**src/rtl/dmem_sram_bridge.sv**
```systemverilog
// dmem_sram_bridge
//   Turns each single-cycle data-SRAM request from the memory-access stage
//   into exactly one SRAM-like bus transaction (req/addr_ok/data_ok). It
//   stalls the pipeline until the response arrives, then presents load data
//   for one cycle. Lane order differs on the two sides: the pipeline uses
//   byte-swapped order and the bus uses little-endian order.
//
// Ports
//   cpu_clk_50M, cpu_rst_n        clock, synchronous active-low reset
//   dce, we, dre, daddr, din      mem-stage request (masks in pipeline order)
//   flush                         exception/eret flush of the pipeline
//   data_req .. data_wdata        bus request channel (registered)
//   data_addr_ok, data_data_ok,
//   data_rdata                    bus handshake / response
//   stall_req                     combinational stall to the stall controller
//   dm, dm_valid                  load data (pipeline order) and its strobe
//
// state | meaning
// IDLE  | no transaction; watches the mem stage for an access
// REQ   | data_req high, waiting for addr_ok
// WAIT  | address accepted, waiting for data_ok
// DONE  | one cycle; load data presented, pipeline released
module dmem_sram_bridge #(
  parameter int ADDR_W = 32,
  parameter int DATA_W = 32
) (
  input  logic              cpu_clk_50M,
  input  logic              cpu_rst_n,
  input  logic              dce,
  input  logic [3:0]        we,
  input  logic [3:0]        dre,
  input  logic [ADDR_W-1:0] daddr,
  input  logic [DATA_W-1:0] din,
  input  logic              flush,
  output logic              data_req,
  output logic              data_wr,
  output logic [1:0]        data_size,
  output logic [ADDR_W-1:0] data_addr,
  output logic [DATA_W-1:0] data_wdata,
  input  logic              data_addr_ok,
  input  logic              data_data_ok,
  input  logic [DATA_W-1:0] data_rdata,
  output logic              stall_req,
  output logic [DATA_W-1:0] dm,
  output logic              dm_valid
);

  typedef enum logic [1:0] {IDLE, REQ, WAIT, DONE} state_t;

  state_t      state, state_nx;
  logic [3:0]  mask;
  logic [2:0]  lane_cnt;
  logic        acc;
  logic [1:0]  size_nx;
  logic        is_load;
  logic        discard;
  logic        valid_q;

  // Stores take precedence when building the lane mask; a load never has
  // we set, so this only matters for malformed requests.
  assign mask     = (|we) ? we : dre;
  assign lane_cnt = {2'b00, mask[0]} + {2'b00, mask[1]} +
                    {2'b00, mask[2]} + {2'b00, mask[3]};

  // Only 1, 2 or 4 active lanes form a legal access; anything else is ignored.
  always_comb begin
    acc     = 1'b0;
    size_nx = 2'd0;
    case (lane_cnt)
      3'd1: begin acc = dce; size_nx = 2'd0; end
      3'd2: begin acc = dce; size_nx = 2'd1; end
      3'd4: begin acc = dce; size_nx = 2'd2; end
      default: begin acc = 1'b0; size_nx = 2'd0; end
    endcase
  end

  always_comb begin
    state_nx  = state;
    stall_req = 1'b0;
    case (state)
      IDLE: begin
        stall_req = acc;
        if (acc && !flush) state_nx = REQ;
      end
      REQ: begin
        stall_req = 1'b1;
        if (data_addr_ok) state_nx = data_data_ok ? DONE : WAIT;
      end
      WAIT: begin
        stall_req = 1'b1;
        if (data_data_ok) state_nx = DONE;
      end
      DONE: begin
        stall_req = 1'b0;
        state_nx  = IDLE;
      end
      default: state_nx = IDLE;
    endcase
  end

  always_ff @(posedge cpu_clk_50M) begin
    if (!cpu_rst_n) begin
      state      <= IDLE;
      data_req   <= 1'b0;
      data_wr    <= 1'b0;
      data_size  <= 2'd0;
      data_addr  <= '0;
      data_wdata <= '0;
      dm         <= '0;
      valid_q    <= 1'b0;
      is_load    <= 1'b0;
      discard    <= 1'b0;
    end else begin
      state    <= state_nx;
      data_req <= (state_nx == REQ);

      if (state == IDLE && state_nx == REQ) begin
        data_wr    <= |we;
        data_size  <= size_nx;
        data_addr  <= daddr;
        data_wdata <= {din[7:0], din[15:8], din[23:16], din[31:24]};
        is_load    <= ~(|we);
      end

      // A flushed transaction still drains on the bus; only its result is dropped.
      if (state_nx == IDLE)
        discard <= 1'b0;
      else if ((state == REQ || state == WAIT) && flush)
        discard <= 1'b1;

      valid_q <= 1'b0;
      if (state_nx == DONE) begin
        dm      <= {data_rdata[7:0], data_rdata[15:8], data_rdata[23:16], data_rdata[31:24]};
        valid_q <= is_load & ~discard & ~flush;
      end
    end
  end

  // A flush arriving in the DONE cycle itself still has to kill the write-back.
  assign dm_valid = valid_q & ~flush;

endmodule
```
**config.mk**
```make
export PLATFORM = sky130hd
export DESIGN_NAME = dmem_sram_bridge
export DESIGN_NICKNAME = d
export VERILOG_FILES = /design/src/rtl/dmem_sram_bridge.sv
export SDC_FILE = /design/constraint.sdc
export NUM_CORES = 1
export LEC_CHECK = 0
export CORE_UTILIZATION = 41
export CTS_CLUSTER_DIAMETER = 40
export CTS_CLUSTER_SIZE = 28
export DETAILED_ROUTE_END_ITERATION = 8
export GPL_TIMING_DRIVEN = 0
export PLACE_DENSITY = 0.88
export SYNTH_ARGS = -nofsm -noshare
export SYNTH_HDL_FRONTEND = slang
export SYNTH_SLANG_ARGS = --single-unit
```
**constraint.sdc**
```tcl
create_clock -name cpu_clk_50M -period 5.35 [get_ports cpu_clk_50M]
set_clock_uncertainty 0.2 [all_clocks]
set_input_delay 1.3375 -clock cpu_clk_50M [delete_from_list [all_inputs] [get_ports cpu_clk_50M]]
set_output_delay 1.3375 -clock cpu_clk_50M [all_outputs]
set_load 0.005 [all_outputs]
```
After elaboration in Yosys (flattened, before gate mapping) --
Index checks and enable logic that the tools add are counted.
Operators by class: muxes and demuxes 9, bitwise gates (word level) 7, add/sub/neg operators 3, eq/ne operators 8, reductions and logical operators 12
Operators with widths (count):
- $pmux W2 S4 | 1
- $eq A2 B2 Y1 const B | 3
- $mux W2 | 3
- $eq A2 B1 Y1 const B | 2
- $logic_not A2 Y1 | 2
- $mux W4 | 1
- $not A1 Y1 | 4
- $pmux W2 S2 | 1
- $reduce_or A2 Y1 | 2
- $reduce_or A4 Y1 | 1
- $add A2 B1 Y3 | 1
- $add A3 B1 Y3 | 1
- $and A1 B1 Y1 | 3
- $eq A3 B1 Y1 const B | 1
- $eq A3 B2 Y1 const B | 1
- $eq A3 B3 Y1 const B | 1
- $logic_and A1 B1 Y1 | 3
- $pmux W1 S3 | 1
- $reduce_or A3 Y1 | 1
- $add A1 B1 Y2 | 1
- $mux W1 | 2
- $reduce_and A2 Y1 | 1
- $logic_not A1 Y1 | 1
- $logic_or A1 B1 Y1 | 1
Word-level totals: input port bits 110, output and inout bits 102, register bits after elaboration 105, word-level logic and storage cells 49

Depth between registers and ports, before layout --
Gate-level depths: netlist (run 1).
depth after elaboration 13, depth in mapped cells 13, gate-level depth less buffers 11

Least setup slack after synthesis (run 1) --
Ideal clock, no wire load.
path type in2out, start point input port we[1], end point output port stall_req, cell stages on the path 9, arrival time 3.228 ns, required time 3.813 ns, setup slack 0.584 ns, cell sequence nor4_1 > a21oi_1 > fa_1 > inv_1 > ha_1 > ha_1 > xor2_1 > o2111ai_1 > o21ai_0
On the way: longest elaborated chain between the ends 9, elaborated cells between the ends (all ways) 11, classes of those cells add/sub (3); eq/ne (3); mux (3); reduce/logical (2)
Ends and longest elaborated chain:
- start: declaration | RTL line 30 | input logic [3:0] we,
- $reduce_or A4 Y1 | RTL line 61 | assign mask = (|we) ? we : dre;
- $mux W4 (*) | RTL line 61
- $add A1 B1 Y2 | RTL line 62 | assign lane_cnt = {2'b00, mask[0]} + {2'b00, mask[1]} +
- $add A2 B1 Y3 | RTL line 62
- $add A3 B1 Y3 (*) | RTL line 63 | {2'b00, mask[2]} + {2'b00, mask[3]};
- $eq A3 B3 Y1, or another cell as far along | RTL line 69 | case (lane_cnt)
- $reduce_or A3 Y1 (no source line) (*)
- $mux W1 (*) | RTL line 69
- $pmux W1 S3 (*) | RTL line 80 | case (state)
- end: declaration | RTL line 43 | output logic stall_req,
Every way passes the cells marked *; elsewhere a longest branch is shown, timed or not.

Worst setup path after layout (run 1) --
Same ends and word-level chain as after synthesis.

==> run_results.csv, run 1 <==
group,metric,value,unit
timing,fin_hold_ws,0.2589,ns
hold_path,holdPathStages,2,
route,wl_per_cell,14.67,um
cells_and_area,fillers,835,
power_and_ir_drop,powerDensity,366.8,nW/um^2
timing,max-slew-margin-rel,0.6009,
yosys,netlist_instances,492,
hold_path,hold_path.startpoint,"data_wdata[30]$_SDFFE_PN0P_",
run_status,status,"finished clean",
power_and_ir_drop,leakage,2.669,nW
die,rows,37,
worst_setup_path,setup.worst_path.end_class,"output pin",
clock_tree,cts_sinks,105,
die,boundaryPins,212,
cells_and_area,final_cell_mix,"clkdlybuf4s50_1, nand2_1, dfxtp_1, mux2i_1, clkbuf_1",
die,die_area,11250,sq um
timing,setup_ws,0.06551,ns
yosys,yosysSeqAreaShare,0.4735,
yosys,syn_area_per_cell,9.023,sq um
worst_setup_path,critPathKind,"in2out",
timing,fin_crit,5.284,ns
timing,fmax,0.1892,GHz
clock_tree,clock-root-buffer,"clkbuf_8",
place,dp_hpwl,9.473,mm
place,pre_cts_ws,-0.6262,ns
route,wirelength,12.70,mm
cells_and_area,synthToLayoutAreaGrowth,58.93,%
yosys,ys.flop_type,"dfxtp_1",
worst_setup_path,rr_worst_depth,9,
die,coreArea,10420,sq um
grt,grt_max_degree,18,
worst_setup_path,cp_data_arrival_time,3.75,ns
worst_setup_path,critPathLaunch,"we[1]",
worst_setup_path,worstPathMaxFanout,4,
route,drtIter0Drc,195,
die,initial_core_util,0.4262,
worst_setup_path,crit_path_start_kind,"input pin",
yosys,synthTopCellsByArea,"dfxtp_1, mux2i_1, nand2_1, clkbuf_1, ha_1",
cells_and_area,drive_gt1_frac,0.07260,
yosys,synth_area,4439,sq um
clock_tree,worst_setup_hold_path_clk_slew,0.09,ns
timing,setup_violations,0,
timing,fin_crit_sh,0.9878,
route,vias,4203,
clock_tree,hold_buffers,0,
cells_and_area,final_common_cell,"clkdlybuf4s50_1",
worst_setup_path,crit_required,3.81,ns
cells_and_area,fin_nets,842,
clock_tree,worstSkewPairLatency,0.34,ns
clock_tree,cts_buffer_depth,2,
timing,finalHoldViolCount,0,
yosys,synth.distinct_cells,37,
die,die_h,106.1,um
hold_path,hold_end,"data_wdata[30]$_SDFFE_PN0P_",
route,ant_nets,0,
worst_setup_path,timing.rr.start,"state[1]$_SDFF_PN0_",
clock_tree,htreeDepth,3,
worst_setup_path,reg2reg_to,"data_addr[28]$_SDFFE_PN0P_",
yosys,yosysTopAreaCellShare,0.4735,
yosys,synth_edf_count,0,
hold_path,hold_class,"reg2reg",
grt,antenna_found_initial,0,
grt,grt_pass1_vias,4295,
yosys,synth_seq_cells,105,
route,routed_via_density,4.853,
yosys,synth_warnings,0,
grt,grt_pass1_wl,20.33,mm
grt,grt_overflow_total,0,
timing,drv_slew,0,
power_and_ir_drop,ir_drop,0.0002167,V
flow_run,cap_violations,0,
place,place.port_buffers,210,
cells_and_area,finish.utilization,0.6774,
yosys,async_reset_ff_frac,0,
yosys,yosys.area.top_type,"dfxtp_1",
die,die_x,106.1,um
cells_and_area,antenna_cells,0,
power_and_ir_drop,finalPower,2.588,mW
cells_and_area,multiInputGateArea,2166,sq um
timing,worstMarginPinSlew,0.5987,ns
route,firstDrtPassIters,4,
cells_and_area,regArea,2102,sq um
grt,grtUsageTotal,0.2250,
place,place_congestion,0.8735,
clock_tree,tritoncts,"done",
clock_tree,cts_made_buffers,9,
route,drc,0,
yosys,syn_nets,609,
worst_setup_path,worst-r2r-setup-slack,2.92,ns
[flip-flops by register name, summed over array words and instances, names as in the netlist, 2 cells and up]
signal      flops
state           2
data_wdata     32
dm             32
data_addr      32
data_size       2
[where the power goes]
part | switching, mW | total, mW | internal (mW)
Clock | 0.266 | 0.485 | 0.219
Combinational | 0.452 | 1.08 | 0.624
Sequential | 0.0837 | 1.03 | 0.944
Total | 0.802 | 2.59 | 1.79
[how the worst max path moves through the flow]
stage,endpoint,cells past startpoint
floorplan,stall_req,9
global placement,stall_req,11
detailed placement,stall_req,11
CTS,stall_req,11
global route,stall_req,11
finish,stall_req,11
[critical path, stage by stage]
cell	delay (ns)
dlygate4sd2_1	0.33
nor4_4	0.35
a21oi_2	0.10
fa_1	0.52
inv_1	0.05
ha_2	0.19
ha_4	0.26
o21ai_2	0.19
o2111ai_2	0.13
o21ai_1	0.13
buf_2	0.16
[synth_stat cells (all sizes together) (3+ instances only)]
cell,instances
clkbuf,22
dfxtp,105
inv,9
a21oi,3
nand3,4
mux2i,98
ha,6
o21ai,3
nand2,200
nor2,5
buf,11
a21o,3
[kinds of logic after synthesis]
group                    share of synthesized area
multiplexers                                0.2210
AO/OA/AOI/OAI                              0.02875
adder cells (fa/ha/maj)                    0.02142
AND/OR/NAND/NOR                             0.1993
flip-flops                                  0.4735
XOR/XNOR                                  0.001973
buffers and inverters                      0.05411
[stage by stage]
step	cells	setup TNS (ns)	area, sq um
finish	866	0	7056
floorplan	492	0	4439
CTS	865	0	7027
detailed placement	838	-0.6262	6711
global route	866	-0.01629	7056
global placement	838	-0.5305	6711
[routing by layer]
metal / vias up / track usage / share of wire
li1: 2062 / - / -
met1: 1954 / 0.2550 / 0.40
met2: 168 / 0.4104 / 0.50
met3: 19 / 0.05457 / 0.079
met4: 0 / 0.07639 / 0.018
met5: - / 0 / 0
[final cells by class]
class,count,share of cell area
multi-input cells,345,0.3070
clock buffers,10,0.01809
plain buffers,33,0.02926
well taps,136,0.02412
flip-flops and latches,105,0.2979
clock inverters,6,0.009576
repair buffers,222,0.3093
inverters,9,0.004788
[timing repair]
item / in CTS / in global routing
buffers inserted: 11 / 1
endpoints found under the setup margin: 1 / 1
pin swaps: 4 / 5
resized for setup: 13 / 7
hold endpoints to repair: 0 / 0
(Power assumes the default switching activity.)
==> run 2, diff against run 1 <==
- CTS_CLUSTER_SIZE: 28 -> 12
==> results of run 2 <==
Final layout, timing and power as in run 1 (identical DEF).
==> run 3, diff against run 2 <==
- PLACE_DENSITY: 0.88 -> unset
- PLACE_DENSITY_LB_ADDON: unset -> 0.12
==> run_results.csv, run 3 (synthesis results as in run 1) <==
group,metric,value,unit
worst_setup_path,cp_data_arrival_time,3.75,ns
timing,tns,0,ns
power_and_ir_drop,switching_share,0.3142,
clock_tree,cts_sinks,105,
grt,grtUsageMet3,0.06315,
flow_run,cap_violations,0,
route,vias,4167,
cells_and_area,finish.utilization,0.6778,
worst_setup_path,cp.buffers_inverters,3,
route,drc,0,
timing,drv_slew,0,
timing,max-slew-margin-rel,0.6119,
power_and_ir_drop,clockPowerShare,0.192,
place,place.port_buffers,210,
hold_path,hold_path.startpoint,"data_addr[25]$_SDFFE_PN0P_",
grt,grt_overflow_total,0,
clock_tree,htreeDepth,3,
worst_setup_path,max_stage_delay,0.54,ns
worst_setup_path,timing.rr.start,"state[1]$_SDFF_PN0_",
grt,antenna_found_initial,0,
route,routed_via_density,4.812,
hold_path,holdPathStages,2,
hold_path,hold_class,"reg2reg",
cells_and_area,antenna_cells,0,
cells_and_area,final_common_cell,"clkdlybuf4s50_1",
run_status,status,"finished clean",
worst_setup_path,cp_cell_sequence,"dlygate4sd2_1, nor4_4, a21oi_2, fa_1, inv_1, ha_4, ha_4, xor2_2, o2111ai_2, o21ai_2, buf_2",
clock_tree,clock-root-buffer,"clkbuf_8",
worst_setup_path,crit_path_start_kind,"input pin",
grt,grt_use_met1,0.2609,
place,dp_hpwl,9.514,mm
cells_and_area,layout.cells.non_filler,866,
timing,worstMarginPinSlew,0.5821,ns
worst_setup_path,cp_common_cell,"ha_4",
timing,fmax,0.1891,GHz
worst_setup_path,critPathLaunch,"we[0]",
power_and_ir_drop,ir_drop,0.0002207,V
timing,finalHoldViolCount,0,
cells_and_area,stdcell_area,7061,sq um
die,die_h,106.1,um
power_and_ir_drop,power_frac_comb,0.415,
route,wl_per_cell,14.84,um
die,coreArea,10420,sq um
worst_setup_path,crit_required,3.81,ns
die,boundaryPins,212,
grt,use_met2,0.4127,
route,drtIter0Drc,165,
worst_setup_path,setup.worst_path.end_class,"output pin",
place,place_congestion,0.8100,
cells_and_area,top_regs,"data_addr (32), data_wdata (32), dm (32)",
die,die_area,11250,sq um
cells_and_area,final_cell_mix,"clkdlybuf4s50_1, nand2_1, dfxtp_1, mux2i_1, clkbuf_1",
worst_setup_path,crit_cells,11,
die,rows,37,
power_and_ir_drop,internal-power,1.791,mW
clock_tree,worstSkewPairLatency,0.34,ns
clock_tree,tritoncts,"done",
grt,grt_max_degree,19,
worst_setup_path,rr_worst_depth,9,
power_and_ir_drop,finalPower,2.611,mW
worst_setup_path,cp_top_family,"adder cells",
clock_tree,hold_buffers,0,
grt,grtUsageTotal,0.2290,
power_and_ir_drop,p_switching,0.8205,mW
grt,grt_pass1_wl,20.42,mm
route,firstDrtPassIters,6,
power_and_ir_drop,p_seq_frac,0.394,
place,dp.cells,838,
clock_tree,cts_buffer_depth,2,
power_and_ir_drop,powerDensity,369.9,nW/um^2
place,pre_cts_ws,-0.5860,ns
worst_setup_path,critPathKind,"in2out",
route,wirelength,12.85,mm
timing,setup_violations,0,
place,place_area,6711,sq um
worst_setup_path,crit_path_top_delay_cell,"fa_1",
die,initial_core_util,0.4262,
cells_and_area,fin_nets,842,
cells_and_area,synthToLayoutAreaGrowth,59.05,%
die,die_x,106.1,um
route,ant_nets,0,
timing,fin_hold_ws,0.2615,ns
clock_tree,worst_setup_hold_path_clk_slew,0.10,ns
clock_tree,cts_made_buffers,9,
timing,fin_crit,5.288,ns
grt,grt.busiest_layer,"met2",
timing,fin_crit_sh,0.9885,
cells_and_area,drive_gt1_frac,0.07534,
grt,grt_pass1_vias,4256,
worst_setup_path,worstPathMaxFanout,4,
power_and_ir_drop,leakage,2.673,nW
timing,setup_ws,0.06153,ns
==> run 3: cell types whose count changed in the layout (fill, tap and decap cells not counted) <==
cell           previous run  this run
clkbuf_1                 23        22
clkbuf_2                  0         1
clkinv_4                  1         2
clkinvlp_4                2         1
dlygate4sd2_1             4         3
ha_2                      1         0
ha_4                      1         2
inv_6                     1         2
nor2_1                    4         5
nor2_2                    1         0
nor4b_2                   0         1
nor4b_4                   1         0
o21ai_1                   1         0
o21ai_2                   1         2
==> run 3: final cells by class <==
type / count / area [sq um]
multi-input combinational: 345 / 2168
clock inverter: 7 / 77.57
timing repair buffer: 222 / 2178
clock buffer: 9 / 123.9
fill: 880 / 3356
tap: 136 / 170.2
buffer: 33 / 206.4
inverter: 9 / 33.78
sequential: 105 / 2102
==> run 3: tightest hold or removal path, cell delays in order, from the launching register on <==
cell and delay (ns):
dfxtp_1 0.32, nand2_1 0.05, mux2i_1 0.05
==> run 3: layer usage <==
metal	up-vias	wire, um
met5	-	0
met3	21	957
met1	1929	5292
li1	2075	-
met4	0	271
met2	142	6331
==> run 3: path summary, 6_finish.rpt <==
path / end / slack [ns]
max: stall_req / 0.06
min: data_addr[25]$_SDFFE_PN0P_ / 0.26
max reg2reg: data_wdata[4]$_SDFFE_PN0P_ / 2.95
min reg2reg: data_addr[25]$_SDFFE_PN0P_ / 0.26
==> run 3: power by group through the flow <==
stage | clock network [mW] | registers, mW | logic [mW]
floorplan | 0 | 1.05 | 0.541
global placement | 0 | 1.04 | 1.03
detailed placement | 0 | 1.04 | 1.05
CTS | 0.513 | 1.03 | 1.06
global route | 0.547 | 1.05 | 1.16
finish | 0.500 | 1.03 | 1.08
==> run 3: what timing repair did <==
item                       in CTS  in global routing
pin swaps                       3                  8
gates resized for setup         9                 13
setup endpoints to repair       1                  1
buffers inserted               10                  2
